## src/rtl/cl_adder_pkg.sv

```systemverilog
// Shared constants and helpers for the carry-lookahead adder.
// Group count is rounded up so a partial top group is still instantiated.
package cl_adder_pkg;

    localparam int CLA_GROUP_DEFAULT = 4;

    function automatic int num_groups(input int width, input int group);
        return (width + group - 1) / group;
    endfunction

endpackage

```

## src/rtl/cla_group.sv

```systemverilog
// One lookahead group: flattened carry equations plus group generate/propagate.
// Also reused as the second-level unit that turns group G/P into group carry-ins.
module cla_group #(
    parameter int C_GROUP = 4
) (
    input  logic [C_GROUP-1:0] p,
    input  logic [C_GROUP-1:0] g,
    input  logic               ci,
    output logic [C_GROUP:0]   c,
    output logic               gg,
    output logic               gp
);

    always_comb begin
        logic term;
        c    = '0;
        gg   = 1'b0;
        gp   = &p;
        term = 1'b0;
        c[0] = ci;
        // Each carry is a sum of products over the lower bits, never the previous carry.
        for (int i = 1; i <= C_GROUP; i++) begin
            term = ci;
            for (int k = 0; k < i; k++) term = term & p[k];
            c[i] = term;
            for (int j = 0; j < i; j++) begin
                term = g[j];
                for (int k = j + 1; k < i; k++) term = term & p[k];
                c[i] = c[i] | term;
            end
        end
        for (int j = 0; j < C_GROUP; j++) begin
            term = g[j];
            for (int k = j + 1; k < C_GROUP; k++) term = term & p[k];
            gg = gg | term;
        end
    end

endmodule

```

## src/rtl/cl_adder.sv

```systemverilog
// Two-level carry-lookahead adder with a registered (C_WIDTH+1)-bit sum.
// Operands are zero-padded to whole groups; padding bits have g=p=0.
module cl_adder
    import cl_adder_pkg::*;
#(
    parameter int C_WIDTH = 4,
    parameter int C_GROUP = CLA_GROUP_DEFAULT
) (
    input  logic               clk,
    input  logic               reset,
    input  logic [C_WIDTH-1:0] a,
    input  logic [C_WIDTH-1:0] b,
    output logic [C_WIDTH:0]   y
);

    localparam int NG = num_groups(C_WIDTH, C_GROUP);
    localparam int PW = NG * C_GROUP;

    logic [PW-1:0]              a_x, b_x, p, g;
    logic [NG-1:0]              grp_g, grp_p;
    logic [NG:0]                grp_c;
    logic [NG-1:0][C_GROUP:0]   gc;
    logic [PW:0]                cy;
    logic [C_WIDTH:0]           sum;
    logic                       lvl2_gg, lvl2_gp;
    logic                       unused_bits;

    assign a_x = PW'(a);
    assign b_x = PW'(b);
    assign g   = a_x & b_x;
    assign p   = a_x ^ b_x;

    cla_group #(.C_GROUP(NG)) u_lvl2 (
        .p  (grp_p),
        .g  (grp_g),
        .ci (1'b0),
        .c  (grp_c),
        .gg (lvl2_gg),
        .gp (lvl2_gp)
    );

    for (genvar k = 0; k < NG; k++) begin : g_grp
        cla_group #(.C_GROUP(C_GROUP)) u_grp (
            .p  (p[k*C_GROUP +: C_GROUP]),
            .g  (g[k*C_GROUP +: C_GROUP]),
            .ci (grp_c[k]),
            .c  (gc[k]),
            .gg (grp_g[k]),
            .gp (grp_p[k])
        );
    end

    always_comb begin
        cy = '0;
        for (int k = 0; k < NG; k++) begin
            for (int i = 0; i < C_GROUP; i++) cy[k*C_GROUP + i] = gc[k][i];
        end
        cy[PW] = gc[NG-1][C_GROUP];
    end

    // Carry-out is the carry into bit C_WIDTH, so padding in a partial top group is ignored.
    assign sum = {cy[C_WIDTH], p[C_WIDTH-1:0] ^ cy[C_WIDTH-1:0]};

    assign unused_bits = ^{cy, p, grp_c[NG], lvl2_gg, lvl2_gp};

    always_ff @(posedge clk or negedge reset) begin
        if (!reset) y <= '0;
        else        y <= sum;
    end

endmodule

```

## config.mk

```make
export PLATFORM = sky130hd
export DESIGN_NAME = cl_adder
export DESIGN_NICKNAME = d
export VERILOG_FILES = /design/src/rtl/cl_adder_pkg.sv /design/src/rtl/cla_group.sv /design/src/rtl/cl_adder.sv
export SDC_FILE = /design/constraint.sdc
export NUM_CORES = 1
export LEC_CHECK = 0
export ABC_AREA = 1
export CAP_MARGIN = 40
export CORE_AREA = 4 4 41 43
export CTS_CLUSTER_SIZE = 25
export DETAILED_ROUTE_END_ITERATION = 10
export DIE_AREA = 0 0 45 47
export GPL_ROUTABILITY_DRIVEN = 0
export HOLD_SLACK_MARGIN = 0.1
export SYNTH_ARGS = -nofsm -noshare
export SYNTH_HDL_FRONTEND = slang
export SYNTH_SLANG_ARGS = --single-unit
```

## constraint.sdc

```tcl
create_clock -name clk -period 0.8 [get_ports clk]
set_input_delay 0.08 -clock clk [delete_from_list [all_inputs] [get_ports clk]]
set_output_delay 0.08 -clock clk [all_outputs]
set_load 0.01 [all_outputs]
```

* Word level (Yosys, flattened, before mapping)
Cells that the tools add are included.
** Storage, ports and cells
- Logic and storage cells :: 16
- Register bits after elaboration :: 5
** Cells by class
- Bitwise operators :: 15
** Operators by type and width (count)
- $xor 4x4->4 :: 2
- $and 1x1->1 :: 6
- $or 1x1->1 :: 6
- $and 4x4->4 :: 1

* Depth between registers and ports, before layout
Gate-level depths: netlist (run 1).
- Word-level depth :: 7
- Gate-level depth with buffers :: 6
- Mapped depth without buffers :: 6

* Modules after synthesis
A second synthesis (run 1) with hierarchy kept.
** Unflattened totals
- Cells, all modules :: 53
- Area, all modules :: 374.1 µm²
** By module, submodules not included
- cl_adder :: area an instance 254.0 µm², cells an instance 30, seq. area each 125.1 µm², times used 1
- cla_group at g_grp[0].u_grp :: area an instance 86.3 µm², cells an instance 17, seq. area each 0.0 µm², times used 1
- cla_group at u_lvl2 :: area an instance 33.8 µm², cells an instance 6, seq. area each 0.0 µm², times used 1

* Least setup slack after synthesis (run 1)
Ideal clock, no wire load.
- Path type :: input-to-reg
- From :: input a[0]
- To :: register y[2]
- Setup time :: 0.124 ns
- Required time :: 0.676 ns
- Cell stages on the path :: 3
- Arrival :: 0.811 ns
- Slack :: -0.135 ns
- Path through :: ha_1 fa_1 xor2_1
** Between the ends
- Longest elaborated chain between the ends :: 4
** Ends and longest elaborated chain
- from (decl) :: line cl_adder.sv:11 : input logic [C_WIDTH-1:0] a,
- $and 4x4->4 :: line cl_adder.sv:30 : assign g = a_x & b_x;
- $and 1x1->1 :: line cla_group.sv:28 : for (int k = j + 1; k < i; k++) term = term & p[k];
- $or 1x1->1 :: line cla_group.sv:29 : c[i] = c[i] | term;
- $xor 4x4->4 :: line cl_adder.sv:62 : assign sum = {cy[C_WIDTH], p[C_WIDTH-1:0] ^ cy[C_WIDTH-1:0]};
- named net sum[2] :: line cl_adder.sv:24 : logic [C_WIDTH:0] sum;
- to (signal assigned) :: line cl_adder.sv:68 : else y <= sum;
- to (decl) :: line cl_adder.sv:13 : output logic [C_WIDTH:0] y
The timed path passes the listed nets, and every way through them passes these cells.

* Worst setup path after layout (run 1)
- From :: register y[3]
- To :: output y[3]
No word-level cell between the ends.

==> results.sh, run 1 <==
export IMPL_status="complete, but fails checks"
export IMPL_violations="setup timing"
export IMPL_cts_buffer_depth=2
export IMPL_largest_register="y"
export IMPL_fmax_mhz=1250
export IMPL_cts_root_buffer="clkbuf_4"
export IMPL_post_cts_buffers=0
export IMPL_path_buf_inv=1
export IMPL_p_total_mw=0.785
export IMPL_diodes=0
export IMPL_vias_per_cell=3.84
export IMPL_grt_max_degree=6
export IMPL_pre_cts_ws_ps=-580
export IMPL_final_max_slew_violation_count=0
export IMPL_final_cell_mix="buf_2 (9), dfrtp_1 (5), nand2_1 (4), ha_4 (4)"
export IMPL_finalSetupViolations=1
export IMPL_synth_top_family_by_area="adder cells"
export IMPL_setup_tns_ps=-2.35
export IMPL_drc=0
export IMPL_h_tree_depth=1
export IMPL_critical_path_class="flip-flop to primary output"
export IMPL_cp_slowest_cell="dfrtp_1"
export IMPL_period_minus_slack_ps=802
export IMPL_ys_types=8
export IMPL_synth_compound_area_share=0
export IMPL_whs_ps=52.3
export IMPL_ir_drop_mv=0.409
export IMPL_start_util=0.205
export IMPL_row_count=13
export IMPL_num_vias=223
export IMPL_crit_required_ps=720
export IMPL_drive_gt1_frac=0.535
export IMPL_power_density_nw_per_um2=1620
export IMPL_syn_nets=39
export IMPL_synth_cells=23
export IMPL_cts_tree="done"
export IMPL_crit_chain="buf_2"
export IMPL_wl_met2_um=257
export IMPL_cts_sinks=5
export IMPL_max_cap_viol_count=0
export IMPL_yosysSeqAreaShare=0.469
export IMPL_wl_met1_um=223
export IMPL_largest_reg_flops=5
export IMPL_synth_simple_gate_area_frac=0.146
export IMPL_slew_headroom=0.861
export IMPL_path_max_fanout=1
export IMPL_drt_wl_total_um=572
export IMPL_fin_nets=60
export IMPL_critPathLaunchType="flip-flop"
export IMPL_wl_met3_um=91
export IMPL_critPathLaunch="y[3]"
export IMPL_grt_pass1_vias=205
export IMPL_avgSynthCellArea_um2=11.6
export IMPL_highest_layer="met3"
export IMPL_synth_mux_area_frac=0
export IMPL_ys_ff_latch=5
export IMPL_final_common_cell="buf_2"
export IMPL_fillCellCount=148
export IMPL_coreArea_um2=1300
export IMPL_postRouteAntennaNets=0
export IMPL_wire_per_inst_um=9.86
export IMPL_ios=15
export IMPL_numPortBuffers=14
export IMPL_first_pass_iters=3
export IMPL_syn_area_um2=267
export IMPL_hold_class="input port to asynchronous set/reset pin"
export IMPL_rsz0062_at_grt="true"
export IMPL_endpoint_kind="primary output"
export IMPL_ys_warn_count=0
export IMPL_grt_pass1_wl_um=807
export IMPL_dp_hpwl_um=451
export IMPL_cp_top_family="flip-flops"
export IMPL_reg_top3="y: 5 flops"
export IMPL_die_area_um2=2120
export IMPL_synthXorXnorAreaFrac=0.0329
export IMPL_max_stage_delay_ps=350
export IMPL_drt_iter0_markers=2
export IMPL_grt_antenna_before_repair=0
export IMPL_worst_pin_slew_ps=207
export IMPL_leakagePower_nw=0.248
export IMPL_grt_ovfl_total=0
export IMPL_clk_pin_slew_ps=40
export IMPL_fin_ws_ps=-2.35
export IMPL_numCtsBuffers=3
export IMPL_crit_arrival_ps=720
export IMPL_synthToLayoutAreaGrowth_pct=81.7
export IMPL_hold_viol_final=0
export IMPL_grt_usage=0.0606
export IMPL_fp_dieW_um=45
export IMPL_finalCritPeriodShare=1.00
export IMPL_synthAdderAreaFrac=0.310
export IMPL_die_y_um=47
## cells by family (layout without fill, tap and decap cells)
group / after synthesis / after routing
simple gates: 8 / 8
flops: 5 / 5
fa+ha+maj: 6 / 6
xor+xnor: 1 / 1
buf+inv: 3 / 23
## layout make-up
type                    count  area, um^2  share of cell area
multi-input cells          15         190               0.393
well taps                  15        18.8              0.0388
clock buffers               4        26.3              0.0543
repair buffers             16         113               0.233
flip-flops and latches      5         125               0.258
inverters                   3        11.3              0.0233
## synthesized netlist by cell type
| library cell | instances | area share |
|---|---|---|
| ha_1 | 5 | 0.23 |
| nand4_1 | 1 | 0.023 |
| nand2_1 | 6 | 0.085 |
| inv_1 | 3 | 0.042 |
| xor2_1 | 1 | 0.033 |
| dfrtp_1 | 5 | 0.47 |
| fa_1 | 1 | 0.075 |
| nand3_2 | 1 | 0.038 |
## through the flow
| stage | util | std cells | area [um^2] |
|---|---|---|---|
| 2_1_floorplan | - | 23 | 299 |
| 3_3_place_gp | 0.363 | 54 | 473 |
| 3_5_place_dp | 0.363 | 54 | 473 |
| 4_1_cts | 0.371 | 58 | 483 |
| 5_1_grt | 0.372 | 58 | 484 |
| 6_report | 0.372 | 58 | 484 |
## report_power, final
part	switching, mW	internal [mW]
Combinational	0.0972	0.105
Clock	0.0996	0.188
Sequential	0.00643	0.288
Total	0.203	0.582
## path summary, 6_finish.rpt
kind / slack (ps) / cells past startpoint / endpoint
max: -2 / 1 / y[3]
min in group clk: 90 / 2 / y[0]
max in group asynchronous: 570 / 1 / y[0]
min: 50 / 1 / y[2]
## routing by layer
metal / GRT usage / up-vias
met5: 0 / -
met4: 0.0702 / 0
met3: 0.0230 / 0
met2: 0.0876 / 13
met1: 0.0631 / 98
li1: - / 112
## repair_timing
action,in CTS,in global routing
pin swaps,4,4
endpoints found under the hold margin,5,6
resized for setup,36,7
endpoints found under the setup margin,9,9
No activity file was read; power rests on OpenSTA's default activity.
==> run 2, diff against run 1 <==
- CORE_AREA: 4 4 41 43 -> 2 2 39 41
- DIE_AREA: 0 0 45 47 -> 0 0 41 43
==> run 2 against run 1 <==
  * The run now ends clean
  * Via count rose by 0.90%
  * Final area fell by 0.52%
  * Cell count rose by 1.7%
  * Die area fell by 17%
  * Flip-flop and latch count did not move
  * Fmax rose by 0.86%
  * Routed wire length fell by 10%
  * Global-route usage rose by 1.4 points
  * Critical path depth did not move
  * Total power fell by 1.4%
  * Sequential power barely moved
  * Non-clock buffer count did not move
==> results.sh, run 2 (synthesized netlist as in run 1, its figures left out) <==
export IMPL_grt_ovfl_total=0
export IMPL_fin_nets=60
export IMPL_cts_sinks=5
export IMPL_max_cap_viol_count=0
export IMPL_finalCritPeriodShare=0.994
export IMPL_die_y_um=43
export IMPL_diodes=0
export IMPL_cts_root_buffer="clkbuf_4"
export IMPL_drt_wl_total_um=513
export IMPL_setup_tns_ps=0
export IMPL_post_cts_buffers=0
export IMPL_crit_cells=1
export IMPL_fin_ws_ps=4.53
export IMPL_drive_gt1_frac=0.535
export IMPL_first_pass_iters=1
export IMPL_dp_cells=55
export IMPL_crit_required_ps=720
export IMPL_critical_path_class="flip-flop to primary output"
export IMPL_grt_max_degree=6
export IMPL_cts_buffer_depth=2
export IMPL_cts_tree="done"
export IMPL_numCtsBuffers=3
export IMPL_hold_class="input port to asynchronous set/reset pin"
export IMPL_critPathLaunchType="flip-flop"
export IMPL_fin_cells=59
export IMPL_drt_iter0_markers=0
export IMPL_final_common_cell="buf_2"
export IMPL_period_minus_slack_ps=795
export IMPL_h_tree_depth=1
export IMPL_worst_pin_slew_ps=217
export IMPL_cp_top_family="flip-flops"
export IMPL_endpoint_kind="primary output"
export IMPL_max_stage_delay_ps=350
export IMPL_coreArea_um2=1380
export IMPL_path_max_fanout=1
export IMPL_vias_per_cell=3.81
export IMPL_clk_pin_slew_ps=40
export IMPL_ios=15
export IMPL_ir_drop_mv=0.504
export IMPL_leakagePower_nw=0.240
export IMPL_drc=0
export IMPL_grt_usage=0.0747
export IMPL_pre_cts_ws_ps=-564
export IMPL_reg_top3="y: 5 flops"
export IMPL_wire_per_inst_um=8.69
export IMPL_crit_arrival_ps=720
export IMPL_hold_viol_final=0
export IMPL_rsz0062_at_grt="true"
export IMPL_largest_reg_flops=5
export IMPL_power_density_nw_per_um2=1610
export IMPL_p_total_mw=0.774
export IMPL_grt_antenna_before_repair=0
export IMPL_final_max_slew_violation_count=0
export IMPL_postRouteAntennaNets=0
export IMPL_largest_register="y"
export IMPL_numPortBuffers=14
export IMPL_finalSetupViolations=0
export IMPL_final_cell_mix="buf_2 (9), dfrtp_1 (5), nand2_1 (4), ha_4 (4)"
export IMPL_grt_pass1_vias=202
export IMPL_path_buf_inv=1
export IMPL_status="finished clean"
export IMPL_die_area_um2=1760
export IMPL_grt_pass1_wl_um=800
export IMPL_fp_dieW_um=41
export IMPL_crit_chain="buf_2"
export IMPL_start_util=0.193
export IMPL_synthToLayoutAreaGrowth_pct=80.8
export IMPL_dp_hpwl_um=365
export IMPL_row_count=14
export IMPL_cp_slowest_cell="dfrtp_1"
export IMPL_num_vias=225
export IMPL_fmax_mhz=1260
export IMPL_slew_headroom=0.855
## run 2: cell count changes in the layout (fill, tap and decap cells not counted), sizes merged
cell / change
dlymetal6s2s: -1
dlygate4sd2: +1
## run 2: worst paths after layout
path | startpoint | to | slack, ps
setup / recovery | y[1] | y[1] | 5
hold / removal | reset | y[3] | 60
max in group asynchronous | reset | y[0] | 550
min in group clk | b[0] | y[0] | 90
## run 2: per-layer routing
| metal | share of wire | wire length (um) | vias to the layer above | GRT usage |
|---|---|---|---|---|
| met3 | 0.11 | 57 | 0 | 0.0314 |
| met4 | 0 | 0 | 0 | 0.0600 |
| li1 | - | - | 113 | - |
| met5 | 0 | 0 | - | 0 |
| met1 | 0.32 | 166 | 103 | 0.0686 |
| met2 | 0.56 | 289 | 9 | 0.119 |
## run 2: power breakdown
group | leakage, nW | internal (mW) | total, mW | switching (mW)
sequential | 0.0591 | 0.289 | 0.295 | 0.00618
combinational | 0.166 | 0.104 | 0.201 | 0.0970
clock | 0.0150 | 0.188 | 0.278 | 0.0905
total | 0.240 | 0.581 | 0.774 | 0.194
## run 2: final cells by class
| class | count | area, um^2 |
|---|---|---|
| sequential | 5 | 125 |
| multi-input combinational | 15 | 190 |
| fill | 160 | 902 |
| timing repair buffer | 16 | 109 |
| tap | 16 | 20.0 |
| inverter | 3 | 11.3 |
| clock buffer | 4 | 26.3 |
## run 2: through the flow
| step | hold slack, ps | utilization | area [um^2] |
|---|---|---|---|
| floorplan | -216 | - | 299 |
| global placement | 310 | 0.343 | 474 |
| detailed placement | 313 | 0.343 | 474 |
| CTS | 56.1 | 0.360 | 498 |
| global route | 71.2 | 0.348 | 482 |
| finish | 58.9 | 0.348 | 482 |
## run 2: what timing repair did
item	4_1_cts	5_1_grt
hold endpoints to repair	5	6
gates resized for setup	39	4
pin swaps	4	3
endpoints found under the setup margin	9	8
